**src/rtl/interval_timer_arbiter_pkg.sv**
```systemverilog
// Shared types and helpers for the interval timer arbiter.
package interval_timer_arbiter_pkg;

    typedef enum logic [1:0] {
        StIdle = 2'd0,
        StLoad = 2'd1,
        StRun  = 2'd2,
        StDone = 2'd3
    } state_t;

    function automatic int unsigned wrap_next(int unsigned idx, int unsigned n);
        return (idx + 1 >= n) ? 0 : idx + 1;
    endfunction

endpackage

```
**src/rtl/interval_timer_arbiter_rr_arbiter.sv**
```systemverilog
// Combinational round-robin search: first set request at or above pointer, wrapping.
module rr_arbiter
    import interval_timer_arbiter_pkg::*;
#(
    parameter int unsigned channels = 4,
    parameter int unsigned idxwidth = 2
) (
    input  logic [channels-1:0] request,
    input  logic [idxwidth-1:0] pointer,
    output logic                found,
    output logic [idxwidth-1:0] index
);

    logic [idxwidth-1:0] cand;

    always_comb begin
        found = 1'b0;
        index = '0;
        cand  = '0;
        for (int unsigned k = 0; k < channels; k++) begin
            cand = idxwidth'((32'(pointer) + k) % channels);
            if (!found && request[cand]) begin
                found = 1'b1;
                index = cand;
            end
        end
    end

endmodule

```
**src/rtl/interval_timer_arbiter.sv**
```systemverilog
// Shares one interval counter among round-robin arbitrated requesters and pulses
// done to the owner when its latched duration has elapsed.
module interval_timer_arbiter
    import interval_timer_arbiter_pkg::*;
#(
    parameter int unsigned channels = 4,
    parameter int unsigned bitwidth = 8,
    parameter int unsigned idxwidth = 2
) (
    input  logic                         clock,
    input  logic                         reset,
    input  logic [channels-1:0]          request,
    input  logic [channels*bitwidth-1:0] duration,
    output logic [channels-1:0]          grant,
    output logic [idxwidth-1:0]          active_channel,
    output logic                         busy,
    output logic [bitwidth-1:0]          value,
    output logic [channels-1:0]          done,
    output logic                         error
);

    state_t                state_q, state_d;
    logic [idxwidth-1:0]   pointer_q, pointer_d;
    logic [idxwidth-1:0]   active_q, active_d;
    logic [bitwidth-1:0]   reload_q, reload_d;
    logic [bitwidth-1:0]   value_q, value_d;
    logic [channels-1:0]   grant_q, grant_d;
    logic [channels-1:0]   done_q, done_d;
    logic                  error_q, error_d;

    logic                  found;
    logic [idxwidth-1:0]   pick;
    logic [bitwidth-1:0]   chan_duration;
    logic                  release_owner;

    rr_arbiter #(
        .channels (channels),
        .idxwidth (idxwidth)
    ) u_rr (
        .request (request),
        .pointer (pointer_q),
        .found   (found),
        .index   (pick)
    );

    assign chan_duration = duration[active_q*bitwidth +: bitwidth];

    always_comb begin
        state_d       = state_q;
        pointer_d     = pointer_q;
        active_d      = active_q;
        reload_d      = reload_q;
        value_d       = value_q;
        grant_d       = grant_q;
        done_d        = '0;
        error_d       = 1'b0;
        release_owner = 1'b0;

        unique case (state_q)
            StIdle: begin
                if (found) begin
                    grant_d       = '0;
                    grant_d[pick] = 1'b1;
                    active_d      = pick;
                    state_d       = StLoad;
                end
            end
            StLoad: begin
                if (!request[active_q]) begin
                    release_owner = 1'b1;
                end else begin
                    reload_d = chan_duration;
                    value_d  = '0;
                    if (chan_duration == '0) begin
                        state_d = StDone;
                        done_d  = grant_q;
                        error_d = 1'b1;
                    end else begin
                        state_d = StRun;
                    end
                end
            end
            StRun: begin
                // Dropping the request cancels, even on the final count.
                if (!request[active_q]) begin
                    release_owner = 1'b1;
                end else if (value_q == reload_q - bitwidth'(1)) begin
                    state_d = StDone;
                    done_d  = grant_q;
                end else begin
                    value_d = value_q + bitwidth'(1);
                end
            end
            StDone: begin
                release_owner = 1'b1;
            end
        endcase

        if (release_owner) begin
            state_d   = StIdle;
            grant_d   = '0;
            active_d  = '0;
            value_d   = '0;
            pointer_d = idxwidth'(wrap_next(32'(active_q), channels));
        end
    end

    always_ff @(posedge clock or posedge reset) begin
        if (reset) begin
            state_q   <= StIdle;
            pointer_q <= '0;
            active_q  <= '0;
            reload_q  <= '0;
            value_q   <= '0;
            grant_q   <= '0;
            done_q    <= '0;
            error_q   <= 1'b0;
        end else begin
            state_q   <= state_d;
            pointer_q <= pointer_d;
            active_q  <= active_d;
            reload_q  <= reload_d;
            value_q   <= value_d;
            grant_q   <= grant_d;
            done_q    <= done_d;
            error_q   <= error_d;
        end
    end

    assign grant          = grant_q;
    assign active_channel = active_q;
    assign busy           = (state_q != StIdle);
    assign value          = value_q;
    assign done           = done_q;
    assign error          = error_q;

endmodule

```
**config.mk**
```make
export PLATFORM = sky130hd
export DESIGN_NAME = interval_timer_arbiter
export DESIGN_NICKNAME = d
export VERILOG_FILES = /design/src/rtl/interval_timer_arbiter_pkg.sv /design/src/rtl/interval_timer_arbiter_rr_arbiter.sv /design/src/rtl/interval_timer_arbiter.sv
export SDC_FILE = /design/constraint.sdc
export NUM_CORES = 1
export LEC_CHECK = 0
export CAP_MARGIN = 20
export CORE_ASPECT_RATIO = 2
export CORE_MARGIN = 2
export CORE_UTILIZATION = 30
export CTS_CLUSTER_SIZE = 28
export DETAILED_ROUTE_END_ITERATION = 12
export GPL_ROUTABILITY_DRIVEN = 0
export GPL_TIMING_DRIVEN = 0
export PLACE_DENSITY = 0.62
export SLEW_MARGIN = 10
export SYNTH_ARGS = -nofsm -noshare
export SYNTH_HDL_FRONTEND = slang
export SYNTH_SLANG_ARGS = --single-unit
```
**constraint.sdc**
```tcl
create_clock -name clock -period 5.46 [get_ports clock]
set_input_delay 0.546 -clock clock [delete_from_list [all_inputs] [get_ports clock]]
set_output_delay 0.546 -clock clock [all_outputs]
set_load 0.005 [all_outputs]
```
==> summary.txt, run 1 <==
Route
  • # DRC: 0
  • Initial drt markers: 51
  • Remaining antenna violation count after routing: 0
  • Routed wire length: 5.58 mm
  • Router iterations before antenna repair: 4
  • Vias per cell: 5.09
  • WL per Instance: 15.8 um
  • Via count: 1796

STA
  • Worst-Margin Slew: 0.559 ns
  • Worst Setup Slack, final: 2.77 ns
  • RSZ-0062 raised after global routing: false
  • Final setup viols: 0
  • Period utilization: 49.2%
  • Slew headroom: 61.7%
  • Worst Skew: 0.00367 ns
  • Fmax: 0.372 GHz
  • Crit path time final: 2.69 ns
  • Hold Vio Cnt, Final: 0
  • Setup_tns: 0 ns
  • Slew Viols, Final: 0

Worst setup path
  • Slowest-stage cell, CP: mux4_2
  • Critical path data arrival time: 2.84 ns
  • Worst-path cell chain: clkdlybuf4s50_1 -> mux4_2 -> inv_1 -> a21o_1 -> and2_1 -> clkbuf_1 -> o21ai_0 -> a32o_1
  • Setup CP Type: in2reg
  • Largest stage delay on the critical path: 0.61 ns
  • CP endpoint kind: flop
  • WP data required: 5.61 ns
  • Worst setup SP type: input pin
  • CP max FO: 9

Logic synthesis
  • Share of the synthesized area in the top cell type: 37.6%
  • Post-synth cell types: 47
  • Post-synthesis instance total: 199
  • Mapped Nets: 244
  • Most frequent cell after synthesis: dfrtp_1
  • Post-Synthesis Cell Area: 0.00206 mm2
  • Synth cell count leaders: dfrtp_1, nand2_1, inv_1
  • Area contributors post-synth: dfrtp_1, mux4_2, mux2_2
  • Mapped Avg Cell Area: 10.4 um2
  • Top FF cell, synth: dfrtp_1
  • Area leader, netlist: dfrtp_1
  • Number of synthesized register bits: 31
  • Post-synth EDFFs: 0
  • Synth warn: 0
  • Seq/Total Area, Yosys: 37.6%
  • Async SR Flop Fraction: 100%

Power
  • Reg power frac: 29.7%
  • Comb pwr share: 51.3%
  • Cell Pwr Density: 470 mW/mm2
  • Clock network fraction of design power: 19.0%
  • Pint: 0.000817 W
  • Switch Pwr: 0.000551 W
  • Leakage: 1.17 nW
  • Sw Ratio: 40.3%
  • Peak VDD IR: 0.000317 V

Clocking
  • CTS sink cnt: 31
  • Clock slew at reported path FFs: 0.05 ns
  • CTS Hold Bufs: 0
  • CTS tree: yes
  • Post-CTS Setup Bufs: 0
  • Clock Latency Late Sink: 0.27 ns
  • Cts repair resizes: 0
  • Total CTS buffers: 5
  • CTS H-tree depth: 2
  • Clock Tree Buf Depth: 2
  • Clock Tree Root: clkbuf_16

Status
  • Status: completed

Final layout
  • Fillcell total: 692
  • Design area: 0.00291 mm2
  • Share of cells above drive strength 1: 14.3%
  • N_diodes: 0
  • Layout net count: 309
  • Post-layout util: 43.9%
  • Synthesis-to-finish area growth: 41.0%

Global route
  • Vias in the first global route: 1885
  • Initial antenna violation count: 0
  • Largest net degree at the start of global routing: 22
  • Gr usage total: 15.2%
  • First-pass GRT wire length: 9.00 mm
  • Overflow after GRT: 0

Job
  • # Max-Cap Violations: 0

Placed design
  • Placed inst area: 0.00277 mm2
  • Place WS: 2.49 ns
  • DPL Wire Length: 4.60 mm
  • PortBufs: 57

Die
  • Num rows: 42
  • Die Ht: 121 um
  • Io pins: 58
  • Area of the core: 0.00662 mm2
  • Die area: 0.00759 mm2
  • Starting density of the core: 31.1%
  • Die width: 62.6 um

Worst hold path
  • Min-delay worst type: reg2reg
==> registers in the layout, indices dropped and copies added, names as in the netlist <==
register and cells:
error 1, value 8, grant 4, state_q 2, done 4, active_channel 2
pointer_q 2, reload_q 8
==> cells by family after synthesis <==
family | synth area share, %
AO/OA/AOI/OAI | 14.2
XOR/XNOR | 5.52
adder cells (fa/ha/maj) | 4.25
buffers and inverters | 3.64
flip-flops | 37.6
multiplexers | 15.7
AND/OR/NAND/NOR | 19.1
==> metrics by stage <==
| stage | instances | hold slack (ns) | power [W] |
|---|---|---|---|
| 5_1_grt | 353 | 0.544 | 0.00148 |
| 6_report | 353 | 0.500 | 0.00137 |
| 3_3_place_gp | 344 | 0.497 | 0.00110 |
| 2_1_floorplan | 199 | 0.481 | 0.000892 |
| 3_5_place_dp | 345 | 0.500 | 0.00111 |
| 4_1_cts | 353 | 0.511 | 0.00138 |
==> final timing paths <==
kind | startpoint | end | slack (ns) | depth (start not counted)
min in group asynchronous | reset | value[1]$_DFFE_PP0P_ | 0.59 | 2
max in group asynchronous | reset | reload_q[0]$_DFFE_PP0P_ | 4.39 | 3
max | request[3] | state_q[0]$_DFFE_PP0P_ | 2.77 | 8
max reg2reg | reload_q[0]$_DFFE_PP0P_ | value[4]$_DFFE_PP0P_ | 2.80 | 10
min reg2reg | grant[0]$_DFFE_PP0P_ | grant[0]$_DFFE_PP0P_ | 0.50 | 2
min | grant[0]$_DFFE_PP0P_ | grant[0]$_DFFE_PP0P_ | 0.50 | 2
==> metal layers <==
layer / share of wire [%] / vias to the layer above / global-route usage, %
li1: - / 859 / -
met1: 34 / 881 / 14.7
met2: 59 / 39 / 29.5
met3: 2.6 / 17 / 2.04
met4: 4.5 / 0 / 9.31
met5: 0 / - / 0
==> worst max-delay path, delay by kind of cell <==
kind	cells	cell delay (ns)
buffers and inverters	3	0.96
AO/OA/AOI/OAI	3	0.59
AND/OR/NAND/NOR	1	0.13
multiplexers	1	0.61
==> power by group through the flow <==
stage	registers, W	logic [W]	clock network [W]
after global placement	0.000408	0.000692	0
after global routing	0.000420	0.000782	0.000273
after CTS	0.000409	0.000709	0.000265
final	0.000406	0.000702	0.000260
after detailed placement	0.000410	0.000705	0
after floorplan	0.000382	0.000510	0
==> cell usage in the layout, fill, tap and decap left out, types with 5 or more instances in the layout <==
cell type,Yosys,final
xnor2_1,8,8
nor2_1,6,6
mux2_2,9,9
xor2_1,5,5
o21ai_0,8,8
clkdlybuf4s50_1,0,57
nand2_1,25,25
and2_1,7,7
mux4_2,9,9
inv_1,13,13
a21oi_1,7,7
clkbuf_1,3,5
ha_1,7,7
clkbuf_16,0,5
nor3_1,5,5
dfrtp_1,31,31
nand3_1,6,6
==> final cells by class <==
type / count / area, um2 / area share, %
clock inverter: 1 / 5.00 / 0.172
timing repair buffer: 58 / 598 / 20.6
multi-input combinational: 149 / 1210 / 41.7
inverter: 13 / 48.8 / 1.68
clock buffer: 7 / 133 / 4.56
tap: 88 / 110 / 3.79
sequential: 31 / 776 / 26.7
buffer: 6 / 26.3 / 0.904
Power figures use the tool's default switching activity.
==> inputs of run 2 (changes only) <==
- PLACE_DENSITY: 0.62 -> 0.64
- clock period: 5.46 -> 2.3 ns (I/O delays scaled with it)
==> summary.txt, run 2 (synthesized netlist as in run 1, its figures left out) <==
Final layout
  • Layout net count: 321 (+3.9%)
  • Most frequent cells in the layout: clkdlybuf4s50_1, dfrtp_1, nand2_1
  • Synthesis-to-finish area growth: 52.7%
  • N_diodes: 0 (unchanged)
  • Fillcell total: 659 (-4.8%)
  • Post-layout util: 47.6% (+3.6 points)
  • Cell Count, Final, Fillers Out: 364 (+3.1%)
  • Most common cell after layout, fill and taps aside: clkdlybuf4s50_1
  • Share of cells above drive strength 1: 27.5% (+13 points)

Placed design
  • DPL Wire Length: 4.59 mm (-0.27%)
  • PortBufs: 57 (unchanged)
  • Placed cell count: 345 (unchanged)

Route
  • # DRC: 0 (unchanged)
  • Routed wire length: 6.00 mm (+7.7%)
  • WL per Instance: 16.5 um (+4.4%)
  • Router iterations before antenna repair: 4 (unchanged)
  • Vias per cell: 5.13 (+0.76%)
  • Initial drt markers: 25 (-51%)
  • Via count: 1866 (+3.9%)
  • Remaining antenna violation count after routing: 0 (unchanged)

Die
  • Area of the core: 0.00662 mm2 (unchanged)
  • Io pins: 58 (unchanged)
  • Die area: 0.00759 mm2 (unchanged)
  • Die width: 62.6 um (unchanged)
  • Starting density of the core: 31.1% (unchanged)
  • Num rows: 42 (unchanged)
  • Die Ht: 121 um (unchanged)

STA
  • Final setup viols: 3 (+3)
  • Worst Setup Slack, final: -0.0599 ns (-2.83 ns)
  • Period utilization: 103%
  • Worst Skew: 0.00327 ns (-0.000408 ns)
  • Worst-Margin Slew: 0.588 ns (+0.0297 ns)
  • Slew headroom: 60.8% (-0.91 points)
  • Crit path time final: 2.36 ns
  • Hold Vio Cnt, Final: 0 (unchanged)
  • Final hold slack: 0.291 ns (-0.209 ns)
  • Slew Viols, Final: 0 (unchanged)
  • Fmax: 0.424 GHz
  • RSZ-0062 raised after global routing: true

Worst setup path
  • R2r setup slk: -0.06 ns (-2.86 ns)
  • Worst setup SP type: flop
  • WP data required: 2.45 ns (-3.16 ns)
  • Setup CP Type: reg2reg
  • Critical path data arrival time: 2.51 ns (-0.33 ns)
  • CP endpoint kind: flop
  • CP max FO: 6 (-3)

Power
  • Comb pwr share: 57.2% (+5.9 points)
  • Sw Ratio: 40.5% (+0.26 points)
  • Pint: 0.00223 W (+170%)
  • Switch Pwr: 0.00152 W (+180%)
  • Peak VDD IR: 0.000694 V (+120%)
  • Clock network fraction of design power: 17.0% (-2.0 points)
  • Reg power frac: 25.7% (-4.0 points)
  • Leakage: 1.27 nW (+8.4%)
  • Power after layout: 0.00376 W (+170%)
  • Cell Pwr Density: 1190 mW/mm2 (+150%)

Global route
  • Vias in the first global route: 1964 (+4.2%)
  • Gr usage total: 16.4% (+1.2 points)
  • First-pass GRT wire length: 9.63 mm (+7.0%)
  • Overflow after GRT: 0 (unchanged)
  • Initial antenna violation count: 0 (unchanged)
  • Largest net degree at the start of global routing: 21 (-4.5%)

Clocking
  • Clock Tree Buf Depth: 2 (unchanged)
  • CTS H-tree depth: 2 (unchanged)
  • Clock slew at reported path FFs: 0.05 ns (about the same)
  • CTS Hold Bufs: 0 (unchanged)
  • Clock Latency Late Sink: 0.27 ns (about the same)
  • Clock Tree Root: clkbuf_16
  • CTS tree: yes
  • CTS sink cnt: 31 (unchanged)
  • Total CTS buffers: 5 (unchanged)

Worst hold path
  • Min-delay worst type: in2async

Job
  • # Max-Cap Violations: 0 (unchanged)

Status
  • Status: finished, violations left
  • Failing checks: negative setup slack
-- run 2: cell types whose count changed in the layout (fill, tap and decap cells not counted), moves of 3 or more --
cell / delta
buf_6: +3
clkbuf_1: -4
buf_4: +12
dfrtp_1: -3
dfrtp_2: +3
-- run 2: timing repair --
item / in CTS / in global routing
pin swaps: 8 / 16
buffers inserted: 11 / 3
endpoints found under the setup margin: 14 / 14
gates resized for setup: 18 / 13
-- run 2: worst paths after layout --
path	start	to	depth (start not counted)
max	reload_q[1]$_DFFE_PP0P_	value[5]$_DFFE_PP0P_	8
min	reset	value[1]$_DFFE_PP0P_	2
max reg2reg	reload_q[1]$_DFFE_PP0P_	value[5]$_DFFE_PP0P_	8
min reg2reg	grant[0]$_DFFE_PP0P_	grant[0]$_DFFE_PP0P_	2
max in group asynchronous	reset	reload_q[1]$_DFFE_PP0P_	3
min in group clock	grant[0]$_DFFE_PP0P_	grant[0]$_DFFE_PP0P_	2
-- run 2: worst max-delay path, stage by stage (launching register included) --
cell and delay, ns:
dfrtp_2 0.43, buf_6 0.14, or2_4 0.26, nor4_4 0.25, xnor2_2 0.13, or4_4 0.47, o2111ai_4 0.28, buf_4 0.17
o221ai_1 0.11
-- run 2: power by group through the flow --
stage,logic [W],registers [W],clock network [W]
floorplan,0.00123,0.000907,0
global placement,0.00167,0.000967,0
detailed placement,0.00172,0.000970,0
CTS,0.00200,0.000956,0.000657
global route,0.00234,0.000991,0.000677
finish,0.00215,0.000967,0.000640
-- run 2: per-layer routing --
metal / vias to the layer above / track usage [%] / routed length, um
met5: - / 0 / 0
met3: 15 / 1.76 / 144
li1: 883 / - / -
met4: 0 / 8.75 / 244
met2: 40 / 34.1 / 3660
met1: 928 / 14.7 / 1950
-- run 2: area by class of cell --
class	count	area, um2	area share [%]
clock buffers	6	139	4.41
flip-flops and latches	31	779	24.8
inverters	13	48.8	1.55
clock inverters	1	5.00	0.159
repair buffers	72	711	22.6
multi-input cells	149	1330	42.3
well taps	88	110	3.50
plain buffers	4	25.0	0.795
-- run 2: stage by stage --
stage,cell area (um2),TNS [ns],setup WS [ns]
4_1_cts,3060,-0.126,-0.0486
3_5_place_dp,2790,-3.09,-0.394
6_report,3150,-0.132,-0.0599
5_1_grt,3150,-0.778,-0.144
3_3_place_gp,2760,-2.18,-0.299
2_1_floorplan,2080,0,0.00496
==> inputs of run 3 (changes only) <==
- CELL_PAD_IN_SITES_DETAIL_PLACEMENT: not set -> 1
- CELL_PAD_IN_SITES_GLOBAL_PLACEMENT: not set -> 1
- PLACE_DENSITY: 0.64 -> 0.78
==> summary.txt, run 3 (synthesized netlist as in run 1, its figures left out) <==
Clocking
  • CTS Hold Bufs: 0 (unchanged)
  • Total CTS buffers: 5 (unchanged)
  • Clock Tree Root: clkbuf_16
  • CTS tree: yes
  • Clock Latency Late Sink: 0.28 ns (about the same)
  • CTS H-tree depth: 2 (unchanged)
  • CTS sink cnt: 31 (unchanged)
  • Clock Tree Buf Depth: 2 (unchanged)
  • Clock slew at reported path FFs: 0.05 ns (about the same)

Job
  • # Max-Cap Violations: 0 (unchanged)

Placed design
  • DPL Wire Length: 5.18 mm (+13%)
  • PortBufs: 57 (unchanged)
  • Placed inst area: 0.00279 mm2 (unchanged)

Worst setup path
  • Crit path buffers/inverters: 1 (-1)
  • WP data required: 2.47 ns (+0.02 ns)
  • RR Startpoint: reload_q[0]$_DFFE_PP0P_
  • Worst-path cell chain: buf_6 -> or2_4 -> nor4_4 -> xnor2_2 -> or4_4 -> o2111ai_4 -> o22ai_1 -> a21o_1
  • Worst path top cell family by delay: simple AND/OR/NAND/NOR gates
  • R2r setup slk: -0.05 ns (about the same)
  • R2R Path End: value[2]$_DFFE_PP0P_
  • Critical path data arrival time: 2.52 ns (about the same)
  • Worst r2r path cells: 8 (unchanged)
  • CP max FO: 7 (+1)
  • Worst setup SP type: flop
  • Largest stage delay on the critical path: 0.53 ns (+0.06 ns)
  • Slowest-stage cell, CP: or4_4
  • CP endpoint kind: flop
  • Setup CP Type: reg2reg

STA
  • Final setup viols: 6 (+3)
  • Hold Vio Cnt, Final: 0 (unchanged)
  • Fmax: 0.425 GHz (+0.28%)
  • Period utilization: 102% (-0.28 points)
  • Worst Setup Slack, final: -0.0533 ns (+0.00654 ns)
  • Worst-Margin Slew: 0.589 ns (+0.000339 ns)
  • Crit path time final: 2.35 ns (-0.00654 ns)
  • Slew Viols, Final: 0 (unchanged)
  • Slew headroom: 59.6% (-1.1 points)
  • RSZ-0062 raised after global routing: true
  • Worst Skew: 0.00432 ns (+0.00106 ns)

Die
  • Num rows: 42 (unchanged)
  • Die area: 0.00759 mm2 (unchanged)
  • Die Ht: 121 um (unchanged)
  • Io pins: 58 (unchanged)
  • Starting density of the core: 31.1% (unchanged)
  • Area of the core: 0.00662 mm2 (unchanged)
  • Die width: 62.6 um (unchanged)

Status
  • Failing checks: negative setup slack
  • Status: finished, violations left

Final layout
  • Design area: 0.00310 mm2 (-1.7%)
  • Layout net count: 318 (-0.93%)
  • Register Area: 781 um2 (+0.16%)
  • Synthesis-to-finish area growth: 50.2%
  • Share of cells above drive strength 1: 24.5% (-3.0 points)
  • Fillcell total: 752 (+14%)
  • Multi-input gate area: 0.00130 mm2 (-2.6%)
  • Most common cell after layout, fill and taps aside: clkdlybuf4s50_1
  • Most frequent cells in the layout: clkdlybuf4s50_1, dfrtp_1, nand2_1
  • Post-layout util: 46.8% (-0.79 points)
  • N_diodes: 0 (unchanged)

Route
  • Vias per cell: 5.17 (+0.94%)
  • # DRC: 0 (unchanged)
  • Remaining antenna violation count after routing: 0 (unchanged)
  • Via count: 1868 (+0.11%)
  • Routed wire length: 6.56 mm (+9.3%)
  • Initial drt markers: 65 (+160%)
  • Router iterations before antenna repair: 4 (unchanged)
  • WL per Instance: 18.2 um (+10%)

Power
  • Leakage: 1.24 nW (-2.5%)
  • Cell Pwr Density: 1170 mW/mm2 (-1.6%)
  • Pint: 0.00215 W (-3.9%)
  • Peak VDD IR: 0.000608 V (-12%)
  • Reg power frac: 26.6% (+0.9 points)
  • Comb pwr share: 55.6% (-1.6 points)
  • Sw Ratio: 40.9% (+0.37 points)
  • Clock network fraction of design power: 17.8% (+0.8 points)
  • Switch Pwr: 0.00149 W (-2.4%)

Worst hold path
  • Min-delay worst type: in2async

Global route
  • Initial antenna violation count: 0 (unchanged)
  • Largest net degree at the start of global routing: 20 (-4.8%)
  • First-pass GRT wire length: 10.3 mm (+7.2%)
  • Gr usage total: 17.8% (+1.4 points)
  • Met3 Use GR: 2.60% (+0.83 points)
  • Vias in the first global route: 2060 (+4.9%)
  • GRT met2 Usage: 36.9% (+2.8 points)
  • Overflow after GRT: 0 (unchanged)
  • Gr busiest metal: met2
  • GR Layer Usage met1: 16.2% (+1.5 points)
[run 3: cell type report]
class	instances	share of cell area, %
multi-input cells	149	41.9
clock inverters	1	0.162
well taps	88	3.56
inverters	13	1.58
repair buffers	69	22.2
plain buffers	4	0.929
clock buffers	6	4.48
flip-flops and latches	31	25.2
[run 3: how the worst max path moves through the flow]
stage | cells after the start | to | from | slack [ns]
finish | 8 | value[2]$_DFFE_PP0P_ | reload_q[0]$_DFFE_PP0P_ | -0.05
global route | 8 | value[5]$_DFFE_PP0P_ | reload_q[0]$_DFFE_PP0P_ | -0.15
floorplan | 10 | value[4]$_DFFE_PP0P_ | reload_q[0]$_DFFE_PP0P_ | 0.005
global placement | 8 | state_q[0]$_DFFE_PP0P_ | request[3] | -0.30
detailed placement | 8 | state_q[0]$_DFFE_PP0P_ | request[3] | -0.33
CTS | 9 | value[2]$_DFFE_PP0P_ | reload_q[0]$_DFFE_PP0P_ | -0.04
[run 3: power by group through the flow]
stage	Clock [W]	Combinational, W	Sequential, W
4_1_cts	0.000667	0.00193	0.000966
3_5_place_dp	0	0.00173	0.000981
6_report	0.000648	0.00202	0.000967
5_1_grt	0.000686	0.00221	0.000989
3_3_place_gp	0	0.00166	0.000975
2_1_floorplan	0	0.00123	0.000907
[run 3: timing repair]
item                       4_1_cts  5_1_grt
hold endpoints to repair         0        0
setup endpoints to repair       14       13
pin swaps                        9        7
buffers inserted                 8        3
gates resized for setup         15       10
[run 3: through the flow]
step / hold WS (ns) / TNS (ns) / instances / setup WS (ns) / total power [W]
global placement: 0.497 / -2.94 / 344 / -0.295 / 0.00264
CTS: 0.325 / -0.123 / 358 / -0.0372 / 0.00357
global route: 0.401 / -0.797 / 361 / -0.153 / 0.00389
floorplan: 0.334 / 0 / 199 / 0.00496 / 0.00214
finish: 0.314 / -0.149 / 361 / -0.0533 / 0.00363
detailed placement: 0.502 / -3.56 / 345 / -0.331 / 0.00271
[run 3: per-layer routing]
layer,routed length (um),vias to the layer above
met5,0,-
met4,157,0
met3,133,9
met2,4130,38
met1,2140,947
li1,-,874
